$ cat config.mk
export PLATFORM = sky130hd
export DESIGN_NAME = spram_bus_ctrl
export DESIGN_NICKNAME = d
export VERILOG_FILES = /design/src/rtl/spram_bus_ctrl.sv
export SDC_FILE = /design/constraint.sdc
export NUM_CORES = 1
export LEC_CHECK = 0
export CORE_ASPECT_RATIO = 2
export CORE_MARGIN = 3
export CORE_UTILIZATION = 32
export DETAILED_ROUTE_END_ITERATION = 8
export GPL_ROUTABILITY_DRIVEN = 0
export PLACE_DENSITY = 0.92
export SETUP_SLACK_MARGIN = 0.05
export SKIP_LAST_GASP = 1
export SLEW_MARGIN = 30
export SYNTH_ARGS = -nofsm -noshare
export SYNTH_HDL_FRONTEND = slang
export SYNTH_SLANG_ARGS = --single-unit
$ cat constraint.sdc
create_clock -name clk -period 2.2 [get_ports clk]
set_clock_uncertainty 0.05 [all_clocks]
set_input_delay 0.44 -clock clk [delete_from_list [all_inputs] [get_ports clk]]
set_output_delay 0.44 -clock clk [all_outputs]
set_load 0.02 [all_outputs]
$ cat src/rtl/spram_bus_ctrl.sv
// spram_bus_ctrl: CPU native memory handshake to single-cycle SPRAM strobes, with registered read data.
// Define SPRAM_BOOT_CLEAR_EN to zero-fill CLEAR_WORDS words after reset before the CPU is let in.
module spram_bus_ctrl #(
    parameter int CLEAR_WORDS = 32768
) (
    input  logic        clk,
    input  logic        resetn,
    input  logic        mem_valid,
    output logic        mem_ready,
    input  logic [16:0] mem_addr,
    input  logic [31:0] mem_wdata,
    input  logic [3:0]  mem_wstrb,
    output logic [31:0] mem_rdata,
    output logic        ram_sel,
    output logic [3:0]  ram_we,
    output logic [16:0] ram_addr,
    output logic [31:0] ram_wdat,
    input  logic [31:0] ram_rdat,
    output logic        busy
);

    if (CLEAR_WORDS < 1 || CLEAR_WORDS > 32768) begin : g_bad_clear_words
        $error("spram_bus_ctrl: CLEAR_WORDS must be within 1..32768");
    end

`ifdef SPRAM_BOOT_CLEAR_EN
    typedef enum logic [1:0] {
        ST_CLEAR = 2'd0,
        ST_IDLE  = 2'd1,
        ST_RDATA = 2'd2,
        ST_ACK   = 2'd3
    } state_t;

    localparam state_t      RESET_STATE = ST_CLEAR;
    localparam logic [14:0] CLR_LAST    = 15'(CLEAR_WORDS - 1);

    logic [14:0] clr_cnt_q;
    logic [14:0] clr_cnt_d;
    logic        busy_q;

    assign clr_cnt_d = clr_cnt_q + 15'd1;
    assign busy      = busy_q;
`else
    typedef enum logic [1:0] {
        ST_IDLE  = 2'd1,
        ST_RDATA = 2'd2,
        ST_ACK   = 2'd3
    } state_t;

    localparam state_t RESET_STATE = ST_IDLE;

    assign busy = 1'b0;
`endif

    state_t      state_q;
    logic        bubble_q;
    logic        mem_ready_q;
    logic [31:0] mem_rdata_q;
    logic        idle_take;

    // The bubble after ACK gives the master one cycle to drop mem_valid.
    assign idle_take = (state_q == ST_IDLE) && !bubble_q && mem_valid;

    assign mem_ready = mem_ready_q;
    assign mem_rdata = mem_rdata_q;

    always_comb begin
        ram_sel  = 1'b0;
        ram_we   = 4'h0;
        ram_addr = mem_addr;
        ram_wdat = mem_wdata;
        if (idle_take) begin
            ram_sel = 1'b1;
            ram_we  = mem_wstrb;
        end
`ifdef SPRAM_BOOT_CLEAR_EN
        if (state_q == ST_CLEAR) begin
            ram_sel  = 1'b1;
            ram_we   = 4'hF;
            ram_addr = {clr_cnt_q, 2'b00};
            ram_wdat = 32'h0;
        end
`endif
    end

    always_ff @(posedge clk or negedge resetn) begin
        if (!resetn) begin
            state_q     <= RESET_STATE;
            bubble_q    <= 1'b0;
            mem_ready_q <= 1'b0;
            mem_rdata_q <= 32'h0;
`ifdef SPRAM_BOOT_CLEAR_EN
            busy_q      <= 1'b1;
            clr_cnt_q   <= 15'd0;
`endif
        end else begin
            mem_ready_q <= 1'b0;
            bubble_q    <= 1'b0;
            case (state_q)
`ifdef SPRAM_BOOT_CLEAR_EN
                ST_CLEAR: begin
                    // Terminal compare precedes the increment so the counter never wraps.
                    if (clr_cnt_q == CLR_LAST) begin
                        busy_q  <= 1'b0;
                        state_q <= ST_IDLE;
                    end else begin
                        clr_cnt_q <= clr_cnt_d;
                    end
                end
`endif
                ST_IDLE: begin
                    if (idle_take) begin
                        if (mem_wstrb != 4'h0) begin
                            mem_ready_q <= 1'b1;
                            state_q     <= ST_ACK;
                        end else begin
                            state_q <= ST_RDATA;
                        end
                    end
                end
                ST_RDATA: begin
                    mem_rdata_q <= ram_rdat;
                    mem_ready_q <= 1'b1;
                    state_q     <= ST_ACK;
                end
                ST_ACK: begin
                    bubble_q <= 1'b1;
                    state_q  <= ST_IDLE;
                end
                default: state_q <= ST_IDLE;
            endcase
        end
    end

endmodule

Word-level counts from Yosys, hierarchy flattened
Cells that the tools add are included.
{"block": "totals", "ff_bits": 36, "latchBits": 0, "mem_bits_rw": 0, "mem_bits_ro": 0, "inputBits": 88, "output_inout_bits": 88, "elab_cells": 21, "memories": 0}
{"block": "op_classes", "addsub": 0, "n_mul": 0, "div_mod_pow": 0, "magnitude_cmp": 0, "eq_ne": 4, "shifts": 0, "muxes": 9, "n_bitwise": 0, "reduce_logical": 4}
{"op": "1-bit two-way mux", "n": 5}
{"op": "2-bit == test (second input constant)", "n": 2}
{"op": "4-bit two-way mux", "n": 1}
{"op": "2-bit case mux with 2 select lines", "n": 1}
{"op": "4-bit nonzero test", "n": 1}
{"op": "2-bit by 1-bit == test with 1-bit output (second input constant)", "n": 1}
{"op": "1-bit logical AND", "n": 2}
{"op": "2-bit two-way mux", "n": 1}
{"op": "2-bit != test (second input constant)", "n": 1}
{"op": "1-bit case mux with 2 select lines", "n": 1}
{"op": "1-bit zero test", "n": 1}

Logic depth before layout (Yosys ltp)
Gate-level depths: netlist of the first run.
{"block": "depth", "word_depth": 5, "mapped_depth": 6, "depth_no_buf": 4}

Worst setup path after synthesis of the first run
No wires, ideal clock.
{"block": "synth_path", "path_type": "reg2out", "start": "register state_q[0]", "end": "output ram_we[0]", "t_arrival_ns": 1.033, "t_required_ns": 1.710, "path_slack_ns": 0.677, "path_stages_with_launch": 3, "n_path_buf": 0, "path_cell_list": "dfstp_2 > ha_1 > and3_1"}
{"block": "synth_via", "elab_chain_len": 4}
{"element": "start: declaration", "line_no": "55", "text": "state_t state_q;"}
{"element": "start signal: assignment", "line_no": "88", "text": "state_q <= RESET_STATE;"}
{"element": "start signal: assignment", "line_no": "115", "text": "state_q <= ST_ACK;"}
{"element": "start signal: assignment", "line_no": "117", "text": "state_q <= ST_RDATA;"}
{"element": "2-bit by 1-bit == test with 1-bit output", "line_no": "62", "text": "assign idle_take = (state_q == ST_IDLE) && !bubble_q && mem_valid;"}
{"element": "1-bit logical AND (2 in a row)", "line_no": "62"}
{"element": "4-bit two-way mux", "line_no": "72", "text": "if (idle_take) begin"}
{"element": "end: declaration", "line_no": "15", "text": "output logic [3:0] ram_we,"}
Every way passes these cells.

Worst setup path after layout of the first run
{"block": "layout_path", "start": "input mem_valid", "end": "output ram_we[1]"}
{"block": "layout_via", "elab_chain_len": 2}
{"element": "start: declaration", "line_no": "8", "text": "input logic mem_valid,"}
{"element": "1-bit logical AND", "line_no": "62"}
{"element": "4-bit two-way mux", "line_no": "72"}
Every way passes these cells.

==> flow_summary.toml, run 1 <==
[clocking]
total_setup_buffers_inserted_after_cts = 0
clockRootBuffer = "sky130_fd_sc_hd__clkbuf_8"
clock-sinks = 36
hold_buffers = 0
cts_tree = "built"
h-tree-depth = 2
clock_tree.buffer_depth = 2
clock_latency_ns = 0.28
worst_setup_hold_path_clk_slew_ns = 0.07
tritoncts.num_buffers = 5

[floorplan]
design.core.area_um2 = 5420
dieWidth_um = 59.1
dieArea_um2 = 6630
start_util_pct = 33.3
floorplan.rows = 38
io_pins = 176
die_h_um = 112

[sta]
timing.final.max_slew_violations = 0
report.final.setup_viol = 0
max_clock_freq_mhz = 481
grt_setup_unrepaired = "true"
hold_violations = 0
slew-limit-headroom_pct = 46.2
final.min_clock_period_ns = 2.08
setup-tns-final_ns = 0
timing.final.crit_share_pct = 94.4
timing_worst_slew_pin_value_ns = 0.807
hold_slack_ns = 0.193
postLayoutSetupSlackWorst_ns = 0.122

[power_and_ir_drop]
cellLeakagePower_uw = 0.00101
power_density_relative_to_cell_area_nw_per_um2 = 1510
ir_drop_worst_case_vdd_mv = 0.754
design_power_total_uw = 3570

[synthesis]
yosysUniqueCellTypes = 20
yosys_warnings = 0
synth.most_common_cell = "sky130_fd_sc_hd__buf_4"
synth_cells = 143
synth.area.top_cells = "sky130_fd_sc_hd__dfrtp_1, sky130_fd_sc_hd__buf_4, sky130_fd_sc_hd__mux2_2"
synth.cells.most_frequent = "sky130_fd_sc_hd__buf_4, sky130_fd_sc_hd__dfrtp_1, sky130_fd_sc_hd__mux2_2"
synth_enable_flop_cells = 0
summed_instance_area_of_the_synthesized_netlist_um2 = 1800
synth_largest_type_area_fraction_pct = 48.5
synth_ff_type = "sky130_fd_sc_hd__dfrtp_1"
async_flop_share_pct = 100
synth_area_per_cell_um2 = 12.6
synth-seq-cells = 36
synth_seq_area_share_pct = 50.0
synth.largest_area_cell = "sky130_fd_sc_hd__dfrtp_1"
mappedNetlistNets = 234

[hold_path]
timing.hold.worst.class = "in -> async"

[detailed_routing]
drt_pass1_iterations = 2
detail-route-antenna-nets = 0
wirelength_mm = 3.83
first_iter_violations = 11
post_drt_via_cell_ratio = 4.72
detailroute.via_count = 1110
post-route-drc-count = 0
route.detailed.wl_per_inst_um = 16.3

[place]
place_hpwl_mm = 3.01
pre_cts_ws_ns = -0.306
buffer_ports.inserted = 76
dp_cells = 227

[setup_path]
critical_path_peak_fanout = 6
worstPathArrival_ns = 1.59
timing_worst_setup_path_type = "in -> out"
timing.critical_path.from_type = "input pin"
setup.worst_path.end_class = "output pin"
critPathRequiredTime_ns = 1.71

[finish]
drive_gt1_share_pct = 26.9
area_growth_syn_to_layout_pct = 31.4
insertedDiodeCount = 0
final_cells = 235
fin_nets = 265

[grt]
number_of_global_route_vias_before_repair = 1192
antenna_found_initial = 0
largest_net_degree_at_the_start_of_global_routing = 37
grt_util_all_layers_pct = 12.0
gr-total-overflow = 0
grt_first_pass_wirelength_mm = 5.84

[run_status]
run_status = "complete, no violations"

[flow_run]
maxCapViolCount = 0
==> state kept, by name, indices dropped and copies added (netlist names) <==
| name | cells |
|---|---|
| mem_rdata | 32 |
| state_q | 2 |
| bubble_q | 1 |
| mem_ready | 1 |
==> path summary, 6_finish.rpt <==
kind | from | end | slack [ns] | cells after the start
max in group asynchronous | resetn | mem_rdata[17]$_DFFE_PN0P_ | 1.39 | 1
min in group clk | mem_rdata[6]$_DFFE_PN0P_ | mem_rdata[6]$_DFFE_PN0P_ | 0.46 | 1
hold / removal | resetn | mem_rdata[22]$_DFFE_PN0P_ | 0.19 | 1
setup reg to reg | state_q[0]$_DFFE_PN1P_ | mem_rdata[12]$_DFFE_PN0P_ | 0.52 | 4
hold reg to reg | mem_rdata[6]$_DFFE_PN0P_ | mem_rdata[6]$_DFFE_PN0P_ | 0.46 | 1
setup / recovery | mem_valid | ram_we[1] | 0.12 | 4
==> layout by cell type, fill, tap and decap left out, types with 2 or more instances in the layout <==
| cell type | count |
|---|---|
| sky130_fd_sc_hd__dfrtp_1 | 35 |
| sky130_fd_sc_hd__clkdlybuf4s50_1 | 70 |
| sky130_fd_sc_hd__and3_1 | 3 |
| sky130_fd_sc_hd__clkdlybuf4s15_1 | 4 |
| sky130_fd_sc_hd__buf_4 | 2 |
| sky130_fd_sc_hd__ha_1 | 2 |
| sky130_fd_sc_hd__mux2_2 | 32 |
| sky130_fd_sc_hd__nor2_1 | 2 |
| sky130_fd_sc_hd__inv_1 | 2 |
| sky130_fd_sc_hd__clkbuf_8 | 5 |
==> cell families (layout without fill, tap and decap cells) <==
| group | count (synthesis) | count (layout) | synth area share, % |
|---|---|---|---|
| fa+ha+maj | 3 | 3 | 2.08 |
| other cells | 1 | 1 | 0.208 |
| buf+inv | 56 | 88 | 22.3 |
| mux | 33 | 33 | 20.5 |
| simple gates | 11 | 11 | 3.75 |
| compound gates | 3 | 3 | 1.11 |
| flops | 36 | 36 | 50.0 |
==> metal layers <==
layer,wire [µm],share of wire [%],up-vias,GRT usage (%)
met3,409,11,55,4.03
li1,-,-,482,-
met4,375,9.8,0,12.9
met1,1010,26,514,9.20
met5,0,0,-,0
met2,2030,53,59,20.5
==> timing repair <==
action	in CTS	in global routing
gates cloned	0	0
resized for setup	6	6
endpoints found under the setup margin	5	5
hold endpoints to repair	0	0
==> area by class of cell <==
cell class | count | area, µm²
clock buffers | 6 | 72.6
clock inverters | 2 | 35.0
fillers | 499 | 3050
inverters | 2 | 7.51
multi-input cells | 51 | 509
flip-flops and latches | 36 | 902
well taps | 60 | 75.1
repair buffers | 78 | 769
==> power by group <==
group          total (µW)  internal, µW  switching, µW
registers            1180          1010            173
logic                1830          1010            824
clock network         560           336            224
total                3570          2350           1220
==> worst max-delay path: stages <==
cell,delay [ns]
sky130_fd_sc_hd__clkdlybuf4s50_1,0.48
sky130_fd_sc_hd__nor2b_4,0.18
sky130_fd_sc_hd__and3_2,0.19
sky130_fd_sc_hd__clkdlybuf4s15_1,0.30
==> metrics by stage <==
step,utilization (%),instance area [µm²]
finish,43.7,2370
global route,43.7,2370
CTS,43.5,2360
detailed placement,41.6,2250
global placement,41.6,2250
floorplan,-,1800
No activity file was read; power rests on OpenSTA's default activity.
==> inputs of run 2 (changes only) <==
GPL_TIMING_DRIVEN = 1   (was unset)
MAX_ROUTING_LAYER = met4   (was unset)
==> run 2 against run 1 <==
Effect of this change:
- die area stayed put
- combinational power hardly changed
- first-iteration DRC count is 18% lower
- fmax hardly changed
- critical path depth stayed put
- utilization stayed put
- non-clock buffer count stayed put
- clock-buffer cell count stayed put
- wire length hardly changed
- sequential share of layout area stayed put
- clock power hardly changed
- total power hardly changed
- critical endpoint unchanged
==> flow_summary.toml, run 2 (synthesis results as in run 1) <==
[floorplan]
dieArea_um2 = 6630
io_pins = 176
start_util_pct = 33.3
dieWidth_um = 59.1
floorplan.rows = 38
design.core.area_um2 = 5420
die_h_um = 112

[grt]
antenna_found_initial = 0
grt_util_all_layers_pct = 12.3
gr-total-overflow = 0
number_of_global_route_vias_before_repair = 1190
largest_net_degree_at_the_start_of_global_routing = 37
grt_first_pass_wirelength_mm = 5.84

[clocking]
clock_latency_ns = 0.28
hold_buffers = 0
total_setup_buffers_inserted_after_cts = 0
clock_tree.buffer_depth = 2
tritoncts.num_buffers = 5
clock-sinks = 36
worst_setup_hold_path_clk_slew_ns = 0.07
h-tree-depth = 2
clockRootBuffer = "sky130_fd_sc_hd__clkbuf_8"
cts_tree = "built"

[setup_path]
timing.critical_path.from_type = "input pin"
setup.worst_path.end_class = "output pin"
worstPathArrival_ns = 1.59
r2r_setup_slack_ns = 0.52
cp_slowest_cell = "sky130_fd_sc_hd__clkdlybuf4s50_1"
worst-path-buf-inv = 2
worstPathCellList = "clkdlybuf4s50_1 -> nor2b_4 -> and3_2 -> clkdlybuf4s15_1"
ff_to_ff_end = "mem_rdata[15]$_DFFE_PN0P_"
critPathRequiredTime_ns = 1.71
critical_path_peak_fanout = 6
critPathTopFamily = "buffers and inverters"
worst_setup_path_startpoint = "mem_valid"
worstReg2RegStart = "state_q[0]$_DFFE_PN1P_"
timing_worst_setup_path_type = "in -> out"
slowest_delay_ns = 0.48
reg2regPathDepth = 4

[power_and_ir_drop]
ir_drop_worst_case_vdd_mv = 0.753
switching_power_uw = 1220
netSwitchingFraction_pct = 34.1
design_power_total_uw = 3570
power_density_relative_to_cell_area_nw_per_um2 = 1510
cellLeakagePower_uw = 0.00101
power_frac_clock_pct = 15.6
p_comb_share_pct = 51.3
power.sequential.fraction_pct = 33.1
internal_power_contribution_uw = 2350

[finish]
largest_register_ffs = 32
multiInputGateArea_um2 = 509
mostFrequentLayoutCell = "sky130_fd_sc_hd__clkdlybuf4s50_1"
area_growth_syn_to_layout_pct = 31.4
drive_gt1_share_pct = 26.9
insertedDiodeCount = 0
fin_nets = 265
final.fill_count = 499
commonest_cells_after_routing_fill_and_taps_aside = "sky130_fd_sc_hd__clkdlybuf4s50_1, sky130_fd_sc_hd__dfrtp_1, sky130_fd_sc_hd__mux2_2"
regArea_um2 = 902
finalInstanceArea_um2 = 2370

[sta]
timing_worst_slew_pin_value_ns = 0.804
timing.final.max_slew_violations = 0
report.final.setup_viol = 0
slew-limit-headroom_pct = 46.4
timing.final.crit_share_pct = 94.4
final.min_clock_period_ns = 2.08
hold_violations = 0
grt_setup_unrepaired = "true"
max_clock_freq_mhz = 481

[detailed_routing]
drt_pass1_iterations = 2
wirelength_mm = 3.83
detail-route-antenna-nets = 0
first_iter_violations = 9
route.detailed.wl_per_inst_um = 16.3
detailroute.via_count = 1104
post-route-drc-count = 0
post_drt_via_cell_ratio = 4.70

[place]
buffer_ports.inserted = 76
dpl-instance-area_um2 = 2250
place_hpwl_mm = 3.01

[hold_path]
timing.hold.worst.class = "in -> async"

[flow_run]
maxCapViolCount = 0

[run_status]
run_status = "complete, no violations"
[run 2: cell counts in the layout (fill, tap and decap cells not counted)]
Identical to the previous run, type by type.
[run 2: repair_timing]
item                                    in CTS  in global routing
endpoints found under the setup margin       5                  5
gates cloned                                 0                  0
endpoints found under the hold margin        0                  0
pin swaps                                    0                  0
resized for setup                            6                  6
[run 2: power groups by stage]
stage	Combinational (µW)	Sequential [µW]	Clock, µW
2_1_floorplan	759	1560	0
3_3_place_gp	1830	1170	0
3_5_place_dp	1870	1200	0
4_1_cts	1860	1190	589
5_1_grt	1960	1230	615
6_report	1830	1180	557
[run 2: worst max-delay path by stage]
stage,slack (ns),cells after the start,to
after floorplan,0.68,2,ram_we[0]
after CTS,0.05,4,ram_we[1]
final,0.12,4,ram_we[1]
after global routing,0.04,4,ram_we[1]
after global placement,-0.25,4,ram_we[1]
after detailed placement,-0.31,4,ram_we[1]
[run 2: worst reg2reg max path: stages (launching register included)]
cell,delay (ns)
sky130_fd_sc_hd__dfstp_2,0.38
sky130_fd_sc_hd__inv_1,0.05
sky130_fd_sc_hd__ha_1,0.28
sky130_fd_sc_hd__buf_4,0.40
sky130_fd_sc_hd__mux2_2,0.40
[run 2: through the flow]
step                      TNS (ns)  utilization [%]  hold WS (ns)  setup WS [ns]  std cells
final                            0             43.7         0.192          0.122        235
after global routing             0             43.7         0.258         0.0435        235
after CTS                        0             43.5         0.209         0.0468        235
after detailed placement     -1.41             41.6         0.444         -0.306        227
after global placement       -1.13             41.6         0.438         -0.247        227
after floorplan                  0                -        0.0944          0.677        143
[run 2: cell type report]
cell class                 count  share of cell area [%]
tap                           60                    3.17
clock buffer                   6                    3.06
timing repair buffer          78                    32.5
clock inverter                 2                    1.48
inverter                       2                   0.317
multi-input combinational     51                    21.5
sequential                    36                    38.0
[run 2: per-layer routing]
metal  global-route usage, %  vias up  part of all wire (%)  wire length, µm
li1                        -      482                     -                -
met1                    9.35      510                    26             1010
met2                    20.5       55                    53             2030
met3                    3.91       57                    11              414
met4                    12.9        0                    10              381
met5                       -        -                     0                0
